`src/rtl/tiempo_pkg.sv`:
```
// Shared constants and the BCD-to-segment glyph table for the time display.
package tiempo_pkg;

  localparam int NUM_DIGITS = 6;

  // Active-low segment patterns, bit order {g,f,e,d,c,b,a}
  localparam logic [6:0] SEG_BLANK = 7'b1111111;
  localparam logic [6:0] SEG_DASH  = 7'b0111111;

  // Exclusive upper bounds of each time field
  localparam logic [5:0] SEC_LIMIT  = 6'd60;
  localparam logic [5:0] MIN_LIMIT  = 6'd60;
  localparam logic [5:0] HOUR_LIMIT = 6'd24;

  // Standard active-low glyphs; anything outside 0-9 is blanked
  function automatic logic [6:0] seg7(input logic [3:0] bcd);
    logic [6:0] pattern;
    case (bcd)
      4'd0:    pattern = 7'b1000000;
      4'd1:    pattern = 7'b1111001;
      4'd2:    pattern = 7'b0100100;
      4'd3:    pattern = 7'b0110000;
      4'd4:    pattern = 7'b0011001;
      4'd5:    pattern = 7'b0010010;
      4'd6:    pattern = 7'b0000010;
      4'd7:    pattern = 7'b1111000;
      4'd8:    pattern = 7'b0000000;
      4'd9:    pattern = 7'b0010000;
      default: pattern = SEG_BLANK;
    endcase
    return pattern;
  endfunction

endpackage

```
`src/rtl/bin2bcd_2d.sv`:
```
// Two-digit binary-to-BCD split for a 6-bit field, with a range check
// against the field's exclusive limit.
module bin2bcd_2d
  import tiempo_pkg::*;
(
  input  logic [5:0] value,
  input  logic [5:0] limit,
  output logic [3:0] tens,
  output logic [3:0] units,
  output logic       valid
);

  logic [5:0] tens_x10;

  // Tens found by threshold compares (value tops out at 63, so six steps)
  always_comb begin
    tens     = 4'd0;
    tens_x10 = 6'd0;
    for (int t = 1; t <= 6; t++) begin
      if (value >= 6'(10 * t)) begin
        tens     = 4'(t);
        tens_x10 = 6'(10 * t);
      end
    end
    units = 4'(value - tens_x10);
    valid = (value < limit);
  end

endmodule

```
`src/rtl/visualizador_tiempo.sv`:
```
// Six-digit multiplexed seven-segment driver for hh.mm.ss. A snapshot of the
// time is taken once per frame so a frame never mixes two time values.
module visualizador_tiempo
  import tiempo_pkg::*;
#(
  parameter int SCAN_DIV = 50000
) (
  input  logic       clk,
  input  logic       rst,
  input  logic [5:0] sec,
  input  logic [5:0] min,
  input  logic [4:0] hour,
  output logic [5:0] an,
  output logic [6:0] seg,
  output logic       dp
);

  localparam int                CNT_W    = $clog2(SCAN_DIV);
  localparam logic [CNT_W-1:0] CNT_LAST = CNT_W'(SCAN_DIV - 1);

  logic [CNT_W-1:0] cnt;
  logic [2:0]       idx;
  logic             primed;
  logic [5:0]       s_sec;
  logic [5:0]       s_min;
  logic [4:0]       s_hour;

  logic             cnt_wrap;
  logic             frame_end;

  logic [3:0]       sec_t, sec_u, min_t, min_u, hour_t, hour_u;
  logic             sec_ok, min_ok, hour_ok;

  logic [5:0]       an_nxt;
  logic [6:0]       seg_nxt;
  logic             dp_nxt;

  assign cnt_wrap  = (cnt == CNT_LAST);
  assign frame_end = cnt_wrap && (idx == 3'd5);

  // Scan counters and snapshot; the first edge out of reset only primes
  // the snapshot, so the scan proper starts one cycle later
  always_ff @(posedge clk or negedge rst) begin
    if (!rst) begin
      cnt    <= '0;
      idx    <= 3'd0;
      primed <= 1'b0;
      s_sec  <= 6'd0;
      s_min  <= 6'd0;
      s_hour <= 5'd0;
    end else if (!primed) begin
      primed <= 1'b1;
      s_sec  <= sec;
      s_min  <= min;
      s_hour <= hour;
    end else begin
      cnt <= cnt_wrap ? '0 : cnt + 1'b1;
      if (cnt_wrap) begin
        idx <= (idx == 3'd5) ? 3'd0 : idx + 3'd1;
      end
      if (frame_end) begin
        s_sec  <= sec;
        s_min  <= min;
        s_hour <= hour;
      end
    end
  end

  bin2bcd_2d u_sec (
    .value (s_sec),
    .limit (SEC_LIMIT),
    .tens  (sec_t),
    .units (sec_u),
    .valid (sec_ok)
  );

  bin2bcd_2d u_min (
    .value (s_min),
    .limit (MIN_LIMIT),
    .tens  (min_t),
    .units (min_u),
    .valid (min_ok)
  );

  bin2bcd_2d u_hour (
    .value ({1'b0, s_hour}),
    .limit (HOUR_LIMIT),
    .tens  (hour_t),
    .units (hour_u),
    .valid (hour_ok)
  );

  // Digit mux: pick the BCD digit for idx, dash out an invalid field,
  // light the separators after hours and minutes on even seconds
  always_comb begin
    an_nxt  = ~(6'b000001 << idx);
    seg_nxt = SEG_BLANK;
    case (idx)
      3'd0:    seg_nxt = sec_ok  ? seg7(sec_u)  : SEG_DASH;
      3'd1:    seg_nxt = sec_ok  ? seg7(sec_t)  : SEG_DASH;
      3'd2:    seg_nxt = min_ok  ? seg7(min_u)  : SEG_DASH;
      3'd3:    seg_nxt = min_ok  ? seg7(min_t)  : SEG_DASH;
      3'd4:    seg_nxt = hour_ok ? seg7(hour_u) : SEG_DASH;
      3'd5:    seg_nxt = hour_ok ? seg7(hour_t) : SEG_DASH;
      default: seg_nxt = SEG_BLANK;
    endcase
    dp_nxt = !(((idx == 3'd2) || (idx == 3'd4)) && !s_sec[0]);
  end

  // Output registers; held dark until the snapshot has been primed
  always_ff @(posedge clk or negedge rst) begin
    if (!rst) begin
      an  <= 6'b111111;
      seg <= SEG_BLANK;
      dp  <= 1'b1;
    end else if (primed) begin
      an  <= an_nxt;
      seg <= seg_nxt;
      dp  <= dp_nxt;
    end
  end

endmodule

```
`config.mk`:
```
export PLATFORM = sky130hd
export DESIGN_NAME = visualizador_tiempo
export DESIGN_NICKNAME = d
export VERILOG_FILES = /design/src/rtl/tiempo_pkg.sv /design/src/rtl/bin2bcd_2d.sv /design/src/rtl/visualizador_tiempo.sv
export SDC_FILE = /design/constraint.sdc
export NUM_CORES = 1
export LEC_CHECK = 0
export CORE_UTILIZATION = 35
export DETAILED_ROUTE_END_ITERATION = 16
export PLACE_DENSITY_LB_ADDON = 0.08
export RECOVER_POWER = 25
export SYNTH_ARGS = -nofsm -noshare
export SYNTH_HDL_FRONTEND = slang
export SYNTH_SLANG_ARGS = --single-unit
```
`constraint.sdc`:
```
create_clock -name clk -period 8.2 [get_ports clk]
set_clock_uncertainty 0.1 [all_clocks]
set_input_delay 1.64 -clock clk [delete_from_list [all_inputs] [get_ports clk]]
set_output_delay 1.64 -clock clk [all_outputs]
set_load 0.05 [all_outputs]
```
==> Word-level counts from Yosys, hierarchy flattened <==
Memories as Yosys holds them, arrays and structs flattened.
Index checks and enable logic that the tools add are counted.
{ "totals": {"reg_bits": 51, "latch_bits": 0, "ram_bits": 0, "rom_bits": 672, "inputBits": 19, "out_inout_bits": 14, "mem_count": 6} }
{ "op_classes": {"n_addsub": 5, "mul": 0, "div": 0, "magnitude_cmp": 21, "n_eq_ne": 7, "shift": 1, "n_mux": 51, "bitwise_logic": 1, "n_reduce_logical": 7} }
{ "mem_list": {"columns": ["name", "depth", "word_bits", "read_ports", "rd_ports_with_merged_regs", "write_ports", "line_no", "rtl"], "rows": [
  ["(no name shown)", 16, 7, 1, 0, 0, "tiempo_pkg.sv:18", "case (bcd)"],
  ["(no name shown)", 16, 7, 1, 0, 0, "tiempo_pkg.sv:18", null],
  ["(no name shown)", 16, 7, 1, 0, 0, "tiempo_pkg.sv:18", null],
  ["(no name shown)", 16, 7, 1, 0, 0, "tiempo_pkg.sv:18", null],
  ["(no name shown)", 16, 7, 1, 0, 0, "tiempo_pkg.sv:18", null],
  ["(no name shown)", 16, 7, 1, 0, 0, "tiempo_pkg.sv:18", null]
]} }
{ "ops": {"columns": ["operator", "n"], "rows": [
  ["4-bit 2-to-1 mux", 18],
  ["7-bit 2-to-1 mux", 6],
  ["7-bit case mux with 6 select lines", 1],
  ["6-bit greater-or-equal comparator, second input constant", 6],
  ["3-bit 2-to-1 mux", 10],
  ["6-bit by 5-bit greater-or-equal comparator with 1-bit output, second input constant", 4],
  ["6-bit 2-to-1 mux", 4],
  ["5-bit by 6-bit greater-or-equal comparator with 1-bit output, second input constant", 3],
  ["16-bit by 1-bit adder with 16-bit output, second input constant", 1],
  ["16-bit equality test, second input constant", 1],
  ["16-bit 2-to-1 mux", 1],
  ["6-bit by 4-bit greater-or-equal comparator with 1-bit output, second input constant", 2],
  ["6-bit less-than comparator, second input constant", 2],
  ["2-bit 2-to-1 mux", 6],
  ["4-bit subtractor", 3],
  ["5-bit greater-or-equal comparator, second input constant", 2],
  ["5-bit 2-to-1 mux", 2],
  ["3-bit by 2-bit equality test with 1-bit output, second input constant", 2],
  ["3-bit equality test, second input constant", 2],
  ["6-bit inverter", 1],
  ["1-bit by 3-bit left shift with 6-bit output, first input constant", 1],
  ["5-bit by 4-bit greater-or-equal comparator with 1-bit output, second input constant", 1],
  ["5-bit less-than comparator, second input constant", 1],
  ["3-bit by 1-bit adder with 3-bit output, second input constant", 1],
  ["8 further kinds", 12]
]} }

==> Longest topological paths before layout <==
An unclocked memory read counts as a cell.
{ "depth": {"word_depth": 11, "ltp_mapped": 14, "mapped_depth_nobuf": 13} }

==> Cells and area by module <==
A second synthesis with hierarchy kept.
{ "hier_totals": {"hier_cells": 573, "hier_area_um2": 4875.9} }
{ "modules_own_cells": {"columns": ["mod", "instances", "cells_per_inst", "area_per_inst_um2", "seq_area_each_um2"], "rows": [
  ["visualizador_tiempo", 1, 436, 3851.2, 1293.7],
  ["bin2bcd_2d (u_hour ...)", 2, 45, 344.1, 0.0],
  ["bin2bcd_2d (u_sec)", 1, 47, 336.6, 0.0]
]} }

==> Least setup slack after synthesis <==
OpenSTA, ideal clock, no wires.
{ "synth_path": {"kind": "flip-flop to flip-flop", "startpoint": "reg s_sec[3]", "endpoint": "reg seg[3]", "setup_ps": 83, "arrival_ps": 3170, "required_time_ps": 8017, "path_slack_ps": 4847, "path_stages_with_launch": 11, "period_less_slack_ps": 3353, "path_cell_list": "dfrtp_1 -> nand2b_1 -> o311ai_0 -> inv_1 -> ha_1 -> fa_1 -> nor4_4 -> nor2_4 -> a311o_1 -> o21bai_1 -> o32a_1"} }
{ "synth_via": {"elab_chain_cells": 11, "word_cells_on_any_way": 25, "cone_classes": "add/sub: 1; order compare: 7; mux: 15; memory: 2"} }
{ "synth_lines": {"columns": ["item", "line_no", "rtl"], "rows": [
  ["from (decl)", "visualizador_tiempo.sv:24", "logic [5:0] s_sec;"],
  ["from (signal assigned)", "visualizador_tiempo.sv:48", "s_sec <= 6'd0;"],
  ["from (signal assigned)", "visualizador_tiempo.sv:53", "s_sec <= sec;"],
  ["from (signal assigned)", "visualizador_tiempo.sv:62", "s_sec <= sec;"],
  ["6-bit by 4-bit greater-or-equal comparator with 1-bit output", "bin2bcd_2d.sv:20", "if (value >= 6'(10 * t)) begin"],
  ["4-bit 2-to-1 mux (6 in a row)", "bin2bcd_2d.sv:20", null],
  ["4-bit subtractor", "bin2bcd_2d.sv:25", "units = 4'(value - tens_x10);"],
  ["memory 16 x 7 bit", null, null],
  ["7-bit 2-to-1 mux", "visualizador_tiempo.sv:99", "3'd0: seg_nxt = sec_ok ? seg7(sec_u) : SEG_DASH;"],
  ["7-bit case mux with 6 select lines (*)", "visualizador_tiempo.sv:98", "case (idx)"],
  ["to (signal assigned)", "visualizador_tiempo.sv:118", "seg <= seg_nxt;"],
  ["to (decl)", "visualizador_tiempo.sv:14", "output logic [6:0] seg,"]
]} }
Every way passes the cells marked *; elsewhere a longest branch is shown, timed or not.
A chain may end at the register's enable or synchronous reset.

==> out/results.env <==
MAX_SLEW_MARGIN_PCT=-88.69
LAYOUT-DRIVE-GT1-SHARE_PCT=10.95
GRT.TOTAL_USAGE_PCT=18.00
SYNTH_FF_TYPE='sky130_fd_sc_hd__dfrtp_1'
CLOCK_TREE.BUFFER_DEPTH=2
CP_SLOWEST_CELL='sky130_fd_sc_hd__clkbuf_1'
CRIT_PATH_MAX_FANOUT=51
CTS_SINKS=51
WORSTSETUPSTARTPOINTTYPE='input port'
CELL_TAKING_THE_MOST_AREA_AFTER_SYNTHESIS='sky130_fd_sc_hd__dfrtp_1'
FINALHOLDVIOLCOUNT=0
REPORT.FINAL.SLEW_VIOL_COUNT=52
RUN_STATUS='finished, violations left'
GRT_OVERFLOW_TOTAL=0
DRT_FIRST_ITER_VIOLATIONS=215
POST-CTS-SETUP-BUFFERS=0
R2R_END='seg[3]'
DIEWIDTH_UM=109.2
FIRST_PASS_GRT_WIRE_LENGTH_UM=16350
TIMING.CRITICAL_PATH.DEPTH=2
FINAL_CRITICAL_PATH_SETUP_SLACK_PS=4150
FILL_CELLS=1135
GRT_MAX_DEGREE=52
CRIT_PATH_END='s_min[4]'
DRTPASS1ITERATIONS=4
CRITICAL_PATH.ENDPOINT_TYPE='asynchronous set/reset pin'
POWER.IR.VDD_WORST_V=0.0001030
RSZ0062_AT_GRT='no'
POST-ROUTE-DRC-COUNT=0
IOPINCOUNT=33
AREA_GROWTH_PCT=13.57
VIOLATIONS='max-capacitance violations, max-slew violations'
RR_STARTPOINT='s_sec[3]'
GP_CONGESTION=0.8038
TIMING.FMAX_MHz=246.9
POSTSYNTHNETCOUNT=508
CTS-BUFFERS-INSERTED=5
VIA_COUNT=3333
POWER.DENSITY_nW_PER_UM2=212.0
FF2FF_PATH_DEPTH=10
REGTOREGSETUPSLACK_PS=4290
CRITPATHREQUIREDTIME_PS=7900
INITIAL_CORE_UTIL_PCT=36.43
DPL_WORST_SLACK_PS=4365
GRT_ANTENNA_BEFORE_REPAIR=0
YOSYS-TOP-CELLS-COUNT='sky130_fd_sc_hd__nand2_1, sky130_fd_sc_hd__nor2_1, sky130_fd_sc_hd__dfrtp_1'
BUFFER_PORTS.INSERTED=32
VIAS_CELL=5.420
DIE_AREA_UM2=11910
PERIOD_MINUS_SLACK_PS=4050
DESIGN.FINAL.NETS=527
YS_TYPES=69
MAX_SLEW.WORST_PIN.SLEW_PS=2830
DIE-HEIGHT_UM=109.2
YS_SEQ_AREA_SHARE_PCT=32.19
POST-SYNTH-TOP-COUNT-CELL='sky130_fd_sc_hd__nand2_1'
YOSYS_REGISTER_BITS=51
YOSYS.AREA.TOP_TYPE_SHARE_PCT=23.04
FIN_CRIT_SH_PCT=49.39
HPWL_UM=7376
WL_PER_CELL_UM=15.93
CLOCK_TREE.ROOT_CELL='sky130_fd_sc_hd__clkbuf_16'
SYNTH.CELL_AREA_UM2=4019
H-TREE-DEPTH=2
YOSYSWARNINGS=0
SYNTHESIS.AREA_PER_INSTANCE_UM2=8.833
SETUP_TNS_PS=0
INSERTEDDIODECOUNT=0
PLACEABLECOREAREA_UM2=11030
CRIT_CHAIN='buf_2 > clkbuf_1'
CTS_RESIZED=0
PATH_CLASS='in -> async'
NUM_ROWS=38
MAX_CAP_VIOL_COUNT=1
SYNTHTOPCELLSBYAREA='sky130_fd_sc_hd__dfrtp_1, sky130_fd_sc_hd__ha_1, sky130_fd_sc_hd__dfstp_2'
CRIT_PATH_START='rst'
CTSHOLDBUFFERS=0
SYNTHCELLS=455
TIMING.CRITICAL_PATH.ARRIVAL_PS=3750
ANT_NETS=0
REGAREA_UM2=1294
CLOCK_PIN_SLEW_WORST_SETUP_AND_HOLD_PATHS_PS=70
SYNTH_ENABLE_FLOP_CELLS=0
REPORT.FINAL.SETUP_VIOL=0
CPLARGESTDELAYFAMILY='buffers and inverters'
DRT_WIRELENGTH_UM=9795
BUF_INV_STAGES_CRIT_PATH=2
FIRST_GLOBAL_VIAS=3114
CLOCK_LATENCY_AT_THE_LATER_PIN_OF_THE_WORST_SKEW_PAIR_PS=300
HOLDCRITPATHCLASS='reg -> reg'
CP_SLOWEST_STAGE_DELAY_PS=1980
CTS_TREE='done'
COMBINED_AREA_OF_THE_MULTI_INPUT_LOGIC_CELLS_UM2=2509
LEAK_PWR_nW=1.972
ASYNC_SET_OR_RESET_FLOP_FRACTION_IN_THE_SYNTHESIZED_NETLIST_PCT=100.0
layer usage:
layer,vias to the layer above,part of all wire (%),wire [um],GRT usage (%)
met5,-,0,0,0
met4,0,0.94,92,3.958
met3,7,4.6,446,3.885
met2,76,44,4266,26.64
met1,1586,51,4990,26.50
li1,1664,-,-,-
where the power goes:
part	switching [W]	total, W	leakage [nW]	internal [W]
clock	0.000104	0.000220	0.0748	0.000116
combinational	0.000244	0.000410	1.28	0.000166
sequential	0.0000415	0.000338	0.614	0.000296
total	0.000389	0.000968	1.97	0.000579
per-stage QoR:
step | util [%] | instance area [um^2] | cells | power, W | hold WS, ps
2_1_floorplan | - | 4019 | 455 | 0.0006453 | 359.0
3_3_place_gp | 40.07 | 4420 | 607 | 0.0007491 | 353.7
3_5_place_dp | 40.07 | 4420 | 607 | 0.0007521 | 374.2
4_1_cts | 41.45 | 4572 | 615 | 0.0009789 | 389.5
5_1_grt | 41.38 | 4564 | 615 | 0.001041 | 408.0
6_report | 41.38 | 4564 | 615 | 0.0009677 | 381.3
worst min-delay path by stage:
stage	start	endpoint	slack, ps	cells past startpoint
after global placement	an[3]	an[3]	350	2
after CTS	an[3]	an[3]	390	2
final	an[3]	an[3]	380	2
after detailed placement	an[3]	an[3]	370	2
after floorplan	cnt[13]	cnt[13]	360	1
after global routing	cnt[7]	cnt[7]	410	1
registers in the layout, indices dropped and copies added (netlist names):
signal and flops:
an 6, cnt 16, dp 1, idx 3, primed 1, s_hour 5, s_min 6, s_sec 6
seg 7
area by class of cell:
cell class	instances	share of cell area (%)
Multi-Input combinational cell	352	54.96
Timing Repair Buffer	34	7.072
Inverter	30	2.467
Clock inverter	3	0.5757
Sequential cell	51	28.34
Clock buffer	5	2.741
Tap cell	140	3.838
layout by cell type, fill, tap and decap left out, types with 3 or more instances in the layout:
cell type,Yosys,final
sky130_fd_sc_hd__nand2_1,44,44
sky130_fd_sc_hd__nor2_1,41,41
sky130_fd_sc_hd__dfrtp_1,37,37
sky130_fd_sc_hd__o21ai_0,36,36
sky130_fd_sc_hd__ha_1,31,31
sky130_fd_sc_hd__clkdlybuf4s50_1,0,31
sky130_fd_sc_hd__inv_1,30,30
sky130_fd_sc_hd__a21oi_1,22,22
sky130_fd_sc_hd__mux2_2,17,17
sky130_fd_sc_hd__nand3_1,14,14
sky130_fd_sc_hd__dfstp_2,14,14
sky130_fd_sc_hd__a31oi_1,11,11
sky130_fd_sc_hd__xnor2_1,10,10
sky130_fd_sc_hd__nand2b_1,9,9
sky130_fd_sc_hd__nor3_1,9,9
sky130_fd_sc_hd__mux2i_1,8,8
sky130_fd_sc_hd__and3_1,7,7
sky130_fd_sc_hd__xor2_1,7,7
sky130_fd_sc_hd__or3_1,5,5
sky130_fd_sc_hd__clkbuf_16,0,5
sky130_fd_sc_hd__o21bai_1,4,4
sky130_fd_sc_hd__o31ai_1,4,4
sky130_fd_sc_hd__o32a_1,4,4
sky130_fd_sc_hd__o211ai_1,4,4
sky130_fd_sc_hd__a22o_1,4,4
sky130_fd_sc_hd__nor2b_1,3,3
sky130_fd_sc_hd__a32oi_1,3,3
sky130_fd_sc_hd__a21o_1,3,3
sky130_fd_sc_hd__o21a_1,3,3
sky130_fd_sc_hd__o211a_1,3,3
sky130_fd_sc_hd__fa_1,3,3
kinds of logic after synthesis:
family | share of synthesized area (%)
adder cells (fa/ha/maj) | 11.15
XOR/XNOR | 5.075
other | 0.09331
AO/OA/AOI/OAI | 21.48
multiplexers | 7.036
flip-flops | 32.19
buffers and inverters | 5.386
AND/OR/NAND/NOR | 17.59
(Power assumes the default switching activity.)
